<file path="config.mk">
export PLATFORM = sky130hd
export DESIGN_NAME = alu_hs_core_flat
export DESIGN_NICKNAME = d
export VERILOG_FILES = /design/src/rtl/alu_pkg.sv /design/src/rtl/alu_hs_core_if.sv /design/src/rtl/alu_mul_iter.sv /design/src/rtl/alu_hs_core.sv /design/src/flat_wrapper.sv
export SDC_FILE = /design/constraint.sdc
export NUM_CORES = 2
export LEC_CHECK = 0
export BUFFER_PORTS_ARGS = -buffer_cell sky130_fd_sc_hd__buf_2
export CORE_ASPECT_RATIO = 1.2
export CORE_MARGIN = 2
export CORE_UTILIZATION = 55
export CTS_BUF_LIST = sky130_fd_sc_hd__clkbuf_4 sky130_fd_sc_hd__clkbuf_8
export DETAILED_ROUTE_END_ITERATION = 6
export PLACE_DENSITY_LB_ADDON = 0.15
export REMOVE_ABC_BUFFERS = 1
export SLEW_MARGIN = 20
export SYNTH_ARGS = -nofsm -noshare
export SYNTH_HDL_FRONTEND = slang
export SYNTH_SLANG_ARGS = --single-unit
</file>
<file path="constraint.sdc">
create_clock -name clk -period 23.6 [get_ports clk]
set_input_delay 2.36 -clock clk [delete_from_list [all_inputs] [get_ports clk]]
set_output_delay 2.36 -clock clk [all_outputs]
set_load 0.005 [all_outputs]
</file>
<file path="src/rtl/alu_pkg.sv">
// Shared types and defaults for the handshaked ALU core.
// Opcode and FSM state encodings live here.
package alu_pkg;

    localparam int WIDTH_DEF   = 64;
    localparam int SHAMT_W_DEF = 6;
    localparam int OP_W_DEF    = 3;

    typedef enum logic [2:0] {
        OP_ADD = 3'd0,
        OP_SUB = 3'd1,
        OP_AND = 3'd2,
        OP_OR  = 3'd3,
        OP_XOR = 3'd4,
        OP_SLL = 3'd5,
        OP_SRL = 3'd6,
        OP_MUL = 3'd7
    } alu_op_e;

    typedef enum logic [1:0] {
        ST_IDLE = 2'd0,
        ST_CALC = 2'd1,
        ST_RESP = 2'd2
    } state_e;

endpackage

</file>
<file path="src/rtl/alu_hs_core_if.sv">
// Request/response handshake bundle for the ALU core.
// slave = core side, master = requester/consumer side.
interface alu_hs_core_if #(
    parameter int WIDTH = 64,
    parameter int OP_W  = 3
);

    logic [WIDTH-1:0] in1;
    logic [WIDTH-1:0] in2;
    logic [OP_W-1:0]  op;
    logic             in_valid;
    logic             in_ready;
    logic [WIDTH-1:0] res;
    logic             out_valid;
    logic             out_ready;

    modport slave (
        input  in1, in2, op, in_valid, out_ready,
        output in_ready, res, out_valid
    );

    modport master (
        output in1, in2, op, in_valid, out_ready,
        input  in_ready, res, out_valid
    );

endinterface

</file>
<file path="src/rtl/alu_mul_iter.sv">
// Iterative unsigned shift-add multiplier, one bit per cycle.
// o_done/o_product are valid combinationally on the last iteration.
module alu_mul_iter #(
    parameter int WIDTH = 64
) (
    input  logic             clk,
    input  logic             rst,
    input  logic             i_start,
    input  logic [WIDTH-1:0] i_a,
    input  logic [WIDTH-1:0] i_b,
    output logic             o_busy,
    output logic             o_done,
    output logic [WIDTH-1:0] o_product
);

    localparam int CNT_W = $clog2(WIDTH) + 1;

    logic [WIDTH-1:0] r_a;
    logic [WIDTH-1:0] r_b;
    logic [WIDTH-1:0] r_acc;
    logic [CNT_W-1:0] r_cnt;
    logic             r_busy;
    logic [WIDTH-1:0] w_acc_nxt;
    logic             w_last;

    assign w_acc_nxt = r_b[0] ? (r_acc + r_a) : r_acc;
    assign w_last    = r_busy && (r_cnt == CNT_W'(WIDTH - 1));
    assign o_busy    = r_busy;
    assign o_done    = w_last;
    assign o_product = w_acc_nxt;

    always_ff @(posedge clk or posedge rst) begin
        if (rst) begin
            r_a    <= '0;
            r_b    <= '0;
            r_acc  <= '0;
            r_cnt  <= '0;
            r_busy <= 1'b0;
        end else if (i_start) begin
            r_a    <= i_a;
            r_b    <= i_b;
            r_acc  <= '0;
            r_cnt  <= '0;
            r_busy <= 1'b1;
        end else if (r_busy) begin
            r_acc <= w_acc_nxt;
            r_a   <= r_a << 1;
            r_b   <= r_b >> 1;
            r_cnt <= r_cnt + 1'b1;
            if (w_last) begin
                r_busy <= 1'b0;
            end
        end
    end

endmodule

</file>
<file path="src/rtl/alu_hs_core.sv">
// Handshaked ALU: single-cycle logic/arith ops plus iterative MUL.
// One transaction in flight; result is registered and held until retired.
module alu_hs_core
    import alu_pkg::*;
#(
    parameter int WIDTH   = WIDTH_DEF,
    parameter int OP_W    = OP_W_DEF,
    parameter int SHAMT_W = SHAMT_W_DEF
) (
    input logic          clk,
    input logic          rst,
    alu_hs_core_if.slave bus
);

    localparam logic [1:0] S_IDLE = ST_IDLE;
    localparam logic [1:0] S_CALC = ST_CALC;
    localparam logic [1:0] S_RESP = ST_RESP;

    logic [1:0]         r_state;
    logic [WIDTH-1:0]   r_res;
    logic               r_rdy_en;

    logic               w_accept;
    logic               w_is_mul;
    logic               w_mul_start;
    logic               w_mul_busy;
    logic               w_mul_done;
    logic [WIDTH-1:0]   w_mul_prod;
    logic [WIDTH-1:0]   w_alu;
    logic [SHAMT_W-1:0] w_shamt;
    alu_op_e            w_op;

    // r_rdy_en keeps in_ready low during reset and for the first edge after it
    assign bus.in_ready  = r_rdy_en
                         & ((r_state == S_IDLE)
                         | ((r_state == S_RESP) & bus.out_ready));
    assign bus.out_valid = (r_state == S_RESP);
    assign bus.res       = r_res;

    assign w_op        = alu_op_e'(bus.op);
    assign w_accept    = bus.in_valid & bus.in_ready;
    assign w_is_mul    = (w_op == OP_MUL);
    assign w_mul_start = w_accept & w_is_mul & ~w_mul_busy;
    assign w_shamt     = bus.in2[SHAMT_W-1:0];

    always_comb begin
        w_alu = '0;
        case (w_op)
            OP_ADD:  w_alu = bus.in1 + bus.in2;
            OP_SUB:  w_alu = bus.in1 - bus.in2;
            OP_AND:  w_alu = bus.in1 & bus.in2;
            OP_OR:   w_alu = bus.in1 | bus.in2;
            OP_XOR:  w_alu = bus.in1 ^ bus.in2;
            OP_SLL:  w_alu = bus.in1 << w_shamt;
            OP_SRL:  w_alu = bus.in1 >> w_shamt;
            default: w_alu = '0;
        endcase
    end

    alu_mul_iter #(
        .WIDTH(WIDTH)
    ) u_mul (
        .clk      (clk),
        .rst      (rst),
        .i_start  (w_mul_start),
        .i_a      (bus.in1),
        .i_b      (bus.in2),
        .o_busy   (w_mul_busy),
        .o_done   (w_mul_done),
        .o_product(w_mul_prod)
    );

    always_ff @(posedge clk or posedge rst) begin
        if (rst) begin
            r_state  <= S_IDLE;
            r_res    <= '0;
            r_rdy_en <= 1'b0;
        end else begin
            r_rdy_en <= 1'b1;
            case (r_state)
                S_IDLE, S_RESP: begin
                    if (w_accept) begin
                        if (w_is_mul) begin
                            r_state <= S_CALC;
                        end else begin
                            r_res   <= w_alu;
                            r_state <= S_RESP;
                        end
                    end else if ((r_state == S_RESP) && bus.out_ready) begin
                        r_state <= S_IDLE;
                    end
                end
                S_CALC: begin
                    if (w_mul_done) begin
                        r_res   <= w_mul_prod;
                        r_state <= S_RESP;
                    end
                end
                default: r_state <= S_IDLE;
            endcase
        end
    end

endmodule
</file>
<file path="src/flat_wrapper.sv">
// flat-port wrapper written by rule: the top's interface ports become plain ports
module alu_hs_core_flat import alu_pkg::*;
#(
    parameter int WIDTH   = WIDTH_DEF,
    parameter int OP_W    = OP_W_DEF,
    parameter int SHAMT_W = SHAMT_W_DEF
)
  (clk, rst, bus_in1, bus_in2, bus_op, bus_in_valid, bus_out_ready, bus_in_ready, bus_res, bus_out_valid);
  alu_hs_core_if #(.WIDTH(WIDTH), .OP_W(OP_W)) bus_i ();
  input logic clk;
  input logic rst;
  input wire logic [$bits(bus_i.in1)-1:0] bus_in1;
  input wire logic [$bits(bus_i.in2)-1:0] bus_in2;
  input wire logic [$bits(bus_i.op)-1:0] bus_op;
  input wire logic [$bits(bus_i.in_valid)-1:0] bus_in_valid;
  input wire logic [$bits(bus_i.out_ready)-1:0] bus_out_ready;
  output wire logic [$bits(bus_i.in_ready)-1:0] bus_in_ready;
  output wire logic [$bits(bus_i.res)-1:0] bus_res;
  output wire logic [$bits(bus_i.out_valid)-1:0] bus_out_valid;
  assign bus_i.in1 = bus_in1;
  assign bus_i.in2 = bus_in2;
  assign bus_i.op = bus_op;
  assign bus_i.in_valid = bus_in_valid;
  assign bus_i.out_ready = bus_out_ready;
  assign bus_in_ready = bus_i.in_ready;
  assign bus_res = bus_i.res;
  assign bus_out_valid = bus_i.out_valid;
  alu_hs_core #(.WIDTH(WIDTH), .OP_W(OP_W), .SHAMT_W(SHAMT_W)) u_core (.clk(clk), .rst(rst), .bus(bus_i));
endmodule
</file>
==> flow_results.xml <==
<?xml version="1.0" encoding="UTF-8"?>
<metrics>
  <group name="outcome">
    <metric name="outcome" unit="">complete, no violations</metric>
  </group>
  <group name="clock_network">
    <metric name="cts-root-buf" unit="">sky130_fd_sc_hd__clkbuf_8</metric>
    <metric name="cts_max_level" unit="">2</metric>
    <metric name="num_clock_sinks" unit="">267</metric>
    <metric name="worstSkewPairLatency" unit="ns">0.69</metric>
    <metric name="cts_setup_buffers" unit="">0</metric>
    <metric name="cts_tree" unit="">yes</metric>
    <metric name="hold_buffer_count_at_cts" unit="">0</metric>
    <metric name="cts.reportedPaths.clkPinSlew" unit="ns">0.08</metric>
    <metric name="cts_resized" unit="">0</metric>
    <metric name="clockBufferDepth" unit="">3</metric>
    <metric name="tritoncts.num_buffers" unit="">47</metric>
  </group>
  <group name="pwr">
    <metric name="internal_power" unit="mW">1.46</metric>
    <metric name="power_leakage" unit="nW">15.0</metric>
    <metric name="power.clock.fraction" unit="">0.177</metric>
    <metric name="ir_drop" unit="uV">59.0</metric>
    <metric name="switching_share" unit="">0.476</metric>
    <metric name="combPwrFrac" unit="">0.533</metric>
    <metric name="power.net_switching" unit="mW">1.33</metric>
    <metric name="p_seq_frac" unit="">0.290</metric>
    <metric name="power_density_of_the_placed_cells" unit="nW/um2">81.1</metric>
  </group>
  <group name="logic_synthesis">
    <metric name="synth_top_area_share" unit="">0.208</metric>
    <metric name="dominant_cell_by_count_in_the_synthesized_netlist" unit="">sky130_fd_sc_hd__nor2_1</metric>
    <metric name="netlist-cell-type-count" unit="">90</metric>
    <metric name="synth_area_leaders" unit="">sky130_fd_sc_hd__dfrtp_1 (21%), sky130_fd_sc_hd__ha_1 (10%), sky130_fd_sc_hd__mux4_2 (9.4%)</metric>
    <metric name="post_synth_top_area_cell" unit="">sky130_fd_sc_hd__dfrtp_1</metric>
    <metric name="ffs_latches_synth" unit="">267</metric>
    <metric name="synthesis.instances" unit="">4169</metric>
    <metric name="synth_sequential_area_ratio" unit="">0.208</metric>
    <metric name="synth.avg_cell_area" unit="um2">7.71</metric>
    <metric name="synth_top_cells_by_count" unit="">sky130_fd_sc_hd__nor2_1 (542), sky130_fd_sc_hd__a21oi_1 (454), sky130_fd_sc_hd__nand2_1 (408)</metric>
    <metric name="synth-edff-count" unit="">0</metric>
    <metric name="synthArstFlopShare" unit="">1.00</metric>
    <metric name="post_synth_instance_area" unit="um2">32100</metric>
    <metric name="yosys_most_used_dff" unit="">sky130_fd_sc_hd__dfrtp_1</metric>
    <metric name="yosys_warnings" unit="">0</metric>
  </group>
  <group name="routing">
    <metric name="vias_per_cell" unit="">7.04</metric>
    <metric name="detail_route.wirelength" unit="mm">143</metric>
    <metric name="route.detailed.wl_per_inst" unit="um">29.0</metric>
    <metric name="detail_route.drc_violations" unit="">0</metric>
    <metric name="route.vias.total" unit="">34800</metric>
    <metric name="ant_nets" unit="">0</metric>
    <metric name="first_iter_violations" unit="">5133</metric>
    <metric name="drt_pre_antenna_iters" unit="">6</metric>
  </group>
  <group name="sta">
    <metric name="finalClockSkew" unit="ns">0.0626</metric>
    <metric name="period_needed" unit="ns">8.57</metric>
    <metric name="report.final.setup_viol" unit="">0</metric>
    <metric name="worst_slew_pin_slew" unit="ns">1.11</metric>
    <metric name="timing.max_slew.rel_slack" unit="">0.248</metric>
    <metric name="report.final.hold_viol_count" unit="">0</metric>
    <metric name="final.period_utilization" unit="">0.363</metric>
    <metric name="maxSlewViolCount" unit="">0</metric>
    <metric name="fmax" unit="MHz">117</metric>
    <metric name="finalSetupTns" unit="ns">0</metric>
    <metric name="grt_setup_unrepaired" unit="">no</metric>
  </group>
  <group name="cells_and_area">
    <metric name="num-nets-final" unit="">4556</metric>
    <metric name="final_design_area_no_fill" unit="um2">34400</metric>
    <metric name="area_growth" unit="%">7.18</metric>
    <metric name="drive_above_1_share" unit="">0.134</metric>
    <metric name="finalNonFillerCells" unit="">4943</metric>
  </group>
  <group name="floorplanning">
    <metric name="initial_utilization" unit="">0.554</metric>
    <metric name="die_height" unit="um">269</metric>
    <metric name="num_rows" unit="">97</metric>
    <metric name="io_pins" unit="">201</metric>
    <metric name="core_area" unit="um2">58000</metric>
    <metric name="die_width" unit="um">225</metric>
    <metric name="die_area" unit="um2">60400</metric>
  </group>
  <group name="flow_run">
    <metric name="max-cap-violations" unit="">0</metric>
  </group>
  <group name="critical_path">
    <metric name="required_time_of_the_worst_setup_path" unit="ns">24.11</metric>
    <metric name="regToRegEndpoint" unit="">u_core.bus.res[63]</metric>
    <metric name="critical_path_class" unit="">input pin to flop</metric>
    <metric name="timing.rr.start" unit="">u_core.u_mul.r_a[5]</metric>
    <metric name="crit_path_end_kind" unit="">flop</metric>
    <metric name="biggest_fanout_along_the_worst_timing_path" unit="">33</metric>
    <metric name="crit_arrival" unit="ns">9.08</metric>
    <metric name="depth_of_the_worst_register_to_register_path" unit="">12</metric>
    <metric name="critical_path.startpoint_type" unit="">input pin</metric>
    <metric name="worst-r2r-setup-slack" unit="ns">19.05</metric>
  </group>
  <group name="place">
    <metric name="dpl.cell_count" unit="">4854</metric>
    <metric name="placed_cell_area" unit="um2">33400</metric>
    <metric name="dp_hpwl" unit="mm">110</metric>
    <metric name="place.gp.congestion" unit="">1.09</metric>
    <metric name="buffer_ports.inserted" unit="">200</metric>
  </group>
  <group name="grt">
    <metric name="antenna_violations_before_repair" unit="">9</metric>
    <metric name="largest_net_degree_at_the_start_of_global_routing" unit="">169</metric>
    <metric name="first_pass_grt_wire_length" unit="mm">208</metric>
    <metric name="grtUsageTotal" unit="">0.464</metric>
    <metric name="via_count_of_the_first_global_routing_pass" unit="">31800</metric>
    <metric name="globalRoute.totalOverflow" unit="">0</metric>
  </group>
  <group name="min_path">
    <metric name="hold_start" unit="">u_core.u_mul.r_b[4]</metric>
    <metric name="hold_path_class" unit="">flop to flop</metric>
    <metric name="hold-path-cell-count" unit="">2</metric>
    <metric name="worst_hold_path.endpoint" unit="">u_core.u_mul.r_b[3]</metric>
  </group>
</metrics>
flip-flops by register name (all words and copies together) (netlist names):
| register | count |
|---|---|
| u_core.u_mul.o_busy | 1 |
| u_core.r_rdy_en | 1 |
| u_core.bus.res | 64 |
| u_core.u_mul.r_acc | 64 |
| u_core.r_state | 2 |
| u_core.u_mul.r_cnt | 7 |
| u_core.u_mul.r_a | 64 |
| u_core.u_mul.r_b | 64 |
routing by layer:
layer	GRT usage	part of all wire	vias up
met5	0	0.00031	-
met4	0.243	0.065	8
met3	0.127	0.12	524
met2	0.704	0.43	2374
met1	0.605	0.38	16600
li1	-	-	15300
power by group through the flow:
stage / Sequential [mW] / Clock [mW] / Combinational (mW)
after floorplan: 0.791 / 0 / 0.930
after global placement: 0.801 / 0 / 1.42
after detailed placement: 0.806 / 0 / 1.43
after CTS: 0.801 / 0.499 / 1.44
after global routing: 0.826 / 0.515 / 1.61
final: 0.810 / 0.494 / 1.49
worst max-delay path, stage by stage:
cell and delay (ns):
sky130_fd_sc_hd__buf_2 0.33, sky130_fd_sc_hd__nor2_1 0.67, sky130_fd_sc_hd__nand4_1 0.38, sky130_fd_sc_hd__nor4_1 0.68, sky130_fd_sc_hd__nand2_1 0.46, sky130_fd_sc_hd__o41ai_1 1.10, sky130_fd_sc_hd__o21ai_0 0.29, sky130_fd_sc_hd__xnor2_1 0.20
sky130_fd_sc_hd__ha_1 0.41, sky130_fd_sc_hd__a21o_1 0.21, sky130_fd_sc_hd__a21o_1 0.19, sky130_fd_sc_hd__a31o_2 0.25, sky130_fd_sc_hd__a31oi_1 0.18, sky130_fd_sc_hd__a21boi_0 0.62, sky130_fd_sc_hd__xnor2_1 0.20, sky130_fd_sc_hd__o211ai_1 0.13
sky130_fd_sc_hd__a221oi_1 0.28, sky130_fd_sc_hd__a21oi_1 0.10
cells by family (layout without fill, tap and decap cells):
| logic type | count (synthesis) | in the layout | synth area share |
|---|---|---|---|
| fa+ha+maj | 259 | 259 | 0.101 |
| other cells | 1 | 4 | 0.000117 |
| flops | 267 | 267 | 0.208 |
| xor+xnor | 169 | 169 | 0.0463 |
| compound gates | 1438 | 1438 | 0.276 |
| simple gates | 1265 | 1265 | 0.169 |
| buf+inv | 492 | 521 | 0.0592 |
| mux | 278 | 278 | 0.140 |
cell usage in the layout, fill, tap and decap left out, types with 28 or more instances in the layout:
| cell type | synthesis | layout |
|---|---|---|
| sky130_fd_sc_hd__a211oi_1 | 30 | 30 |
| sky130_fd_sc_hd__a21o_1 | 69 | 69 |
| sky130_fd_sc_hd__a21oi_1 | 454 | 454 |
| sky130_fd_sc_hd__a221oi_1 | 46 | 46 |
| sky130_fd_sc_hd__a22oi_1 | 74 | 74 |
| sky130_fd_sc_hd__a31oi_1 | 34 | 34 |
| sky130_fd_sc_hd__buf_2 | 15 | 196 |
| sky130_fd_sc_hd__buf_4 | 1 | 64 |
| sky130_fd_sc_hd__clkbuf_8 | 3 | 57 |
| sky130_fd_sc_hd__dfrtp_1 | 267 | 265 |
| sky130_fd_sc_hd__ha_1 | 257 | 257 |
| sky130_fd_sc_hd__inv_1 | 169 | 165 |
| sky130_fd_sc_hd__mux2_2 | 29 | 29 |
| sky130_fd_sc_hd__mux2i_1 | 115 | 115 |
| sky130_fd_sc_hd__mux4_2 | 134 | 134 |
| sky130_fd_sc_hd__nand2_1 | 408 | 407 |
| sky130_fd_sc_hd__nand3_1 | 83 | 83 |
| sky130_fd_sc_hd__nand4_1 | 41 | 41 |
| sky130_fd_sc_hd__nor2_1 | 542 | 538 |
| sky130_fd_sc_hd__nor3_1 | 67 | 67 |
| sky130_fd_sc_hd__o211ai_1 | 30 | 30 |
| sky130_fd_sc_hd__o21a_1 | 30 | 30 |
| sky130_fd_sc_hd__o21ai_0 | 389 | 388 |
| sky130_fd_sc_hd__o221ai_1 | 28 | 28 |
| sky130_fd_sc_hd__o22ai_1 | 74 | 74 |
| sky130_fd_sc_hd__xnor2_1 | 129 | 129 |
| sky130_fd_sc_hd__xor2_1 | 39 | 39 |
area by class of cell:
cell class / count / area [um2]
timing repair buffer: 264 / 1510
inverter: 172 / 657
tap: 742 / 928
multi-input combinational: 3410 / 23600
clock inverter: 13 / 158
fill: 5462 / 23600
sequential: 267 / 6690
antenna: 3 / 7.51
clock buffer: 72 / 897
per-stage QoR:
stage / power [mW] / hold slack (ns) / utilization / worst slack, ns
final: 2.79 / 0.461 / 0.593 / 15.03
after global routing: 2.95 / 0.489 / 0.593 / 14.59
after floorplan: 1.72 / 0.453 / - / 13.89
after global placement: 2.22 / 0.452 / 0.575 / 14.82
after detailed placement: 2.24 / 0.465 / 0.575 / 14.74
after CTS: 2.74 / 0.469 / 0.593 / 15.37
worst max path at each step:
| stage | slack, ns | to | from | depth (start not counted) |
|---|---|---|---|---|
| 2_1_floorplan | 13.89 | u_core.bus.res[0] | rst | 1 |
| 3_3_place_gp | 14.82 | u_core.bus.res[54] | bus_in2[2] | 18 |
| 3_5_place_dp | 14.74 | u_core.bus.res[54] | bus_in2[2] | 18 |
| 4_1_cts | 15.37 | u_core.bus.res[54] | bus_in2[2] | 18 |
| 5_1_grt | 14.59 | u_core.bus.res[61] | bus_in2[2] | 19 |
| 6_report | 15.03 | u_core.bus.res[54] | bus_in2[2] | 18 |
Power figures use the tool's default switching activity.
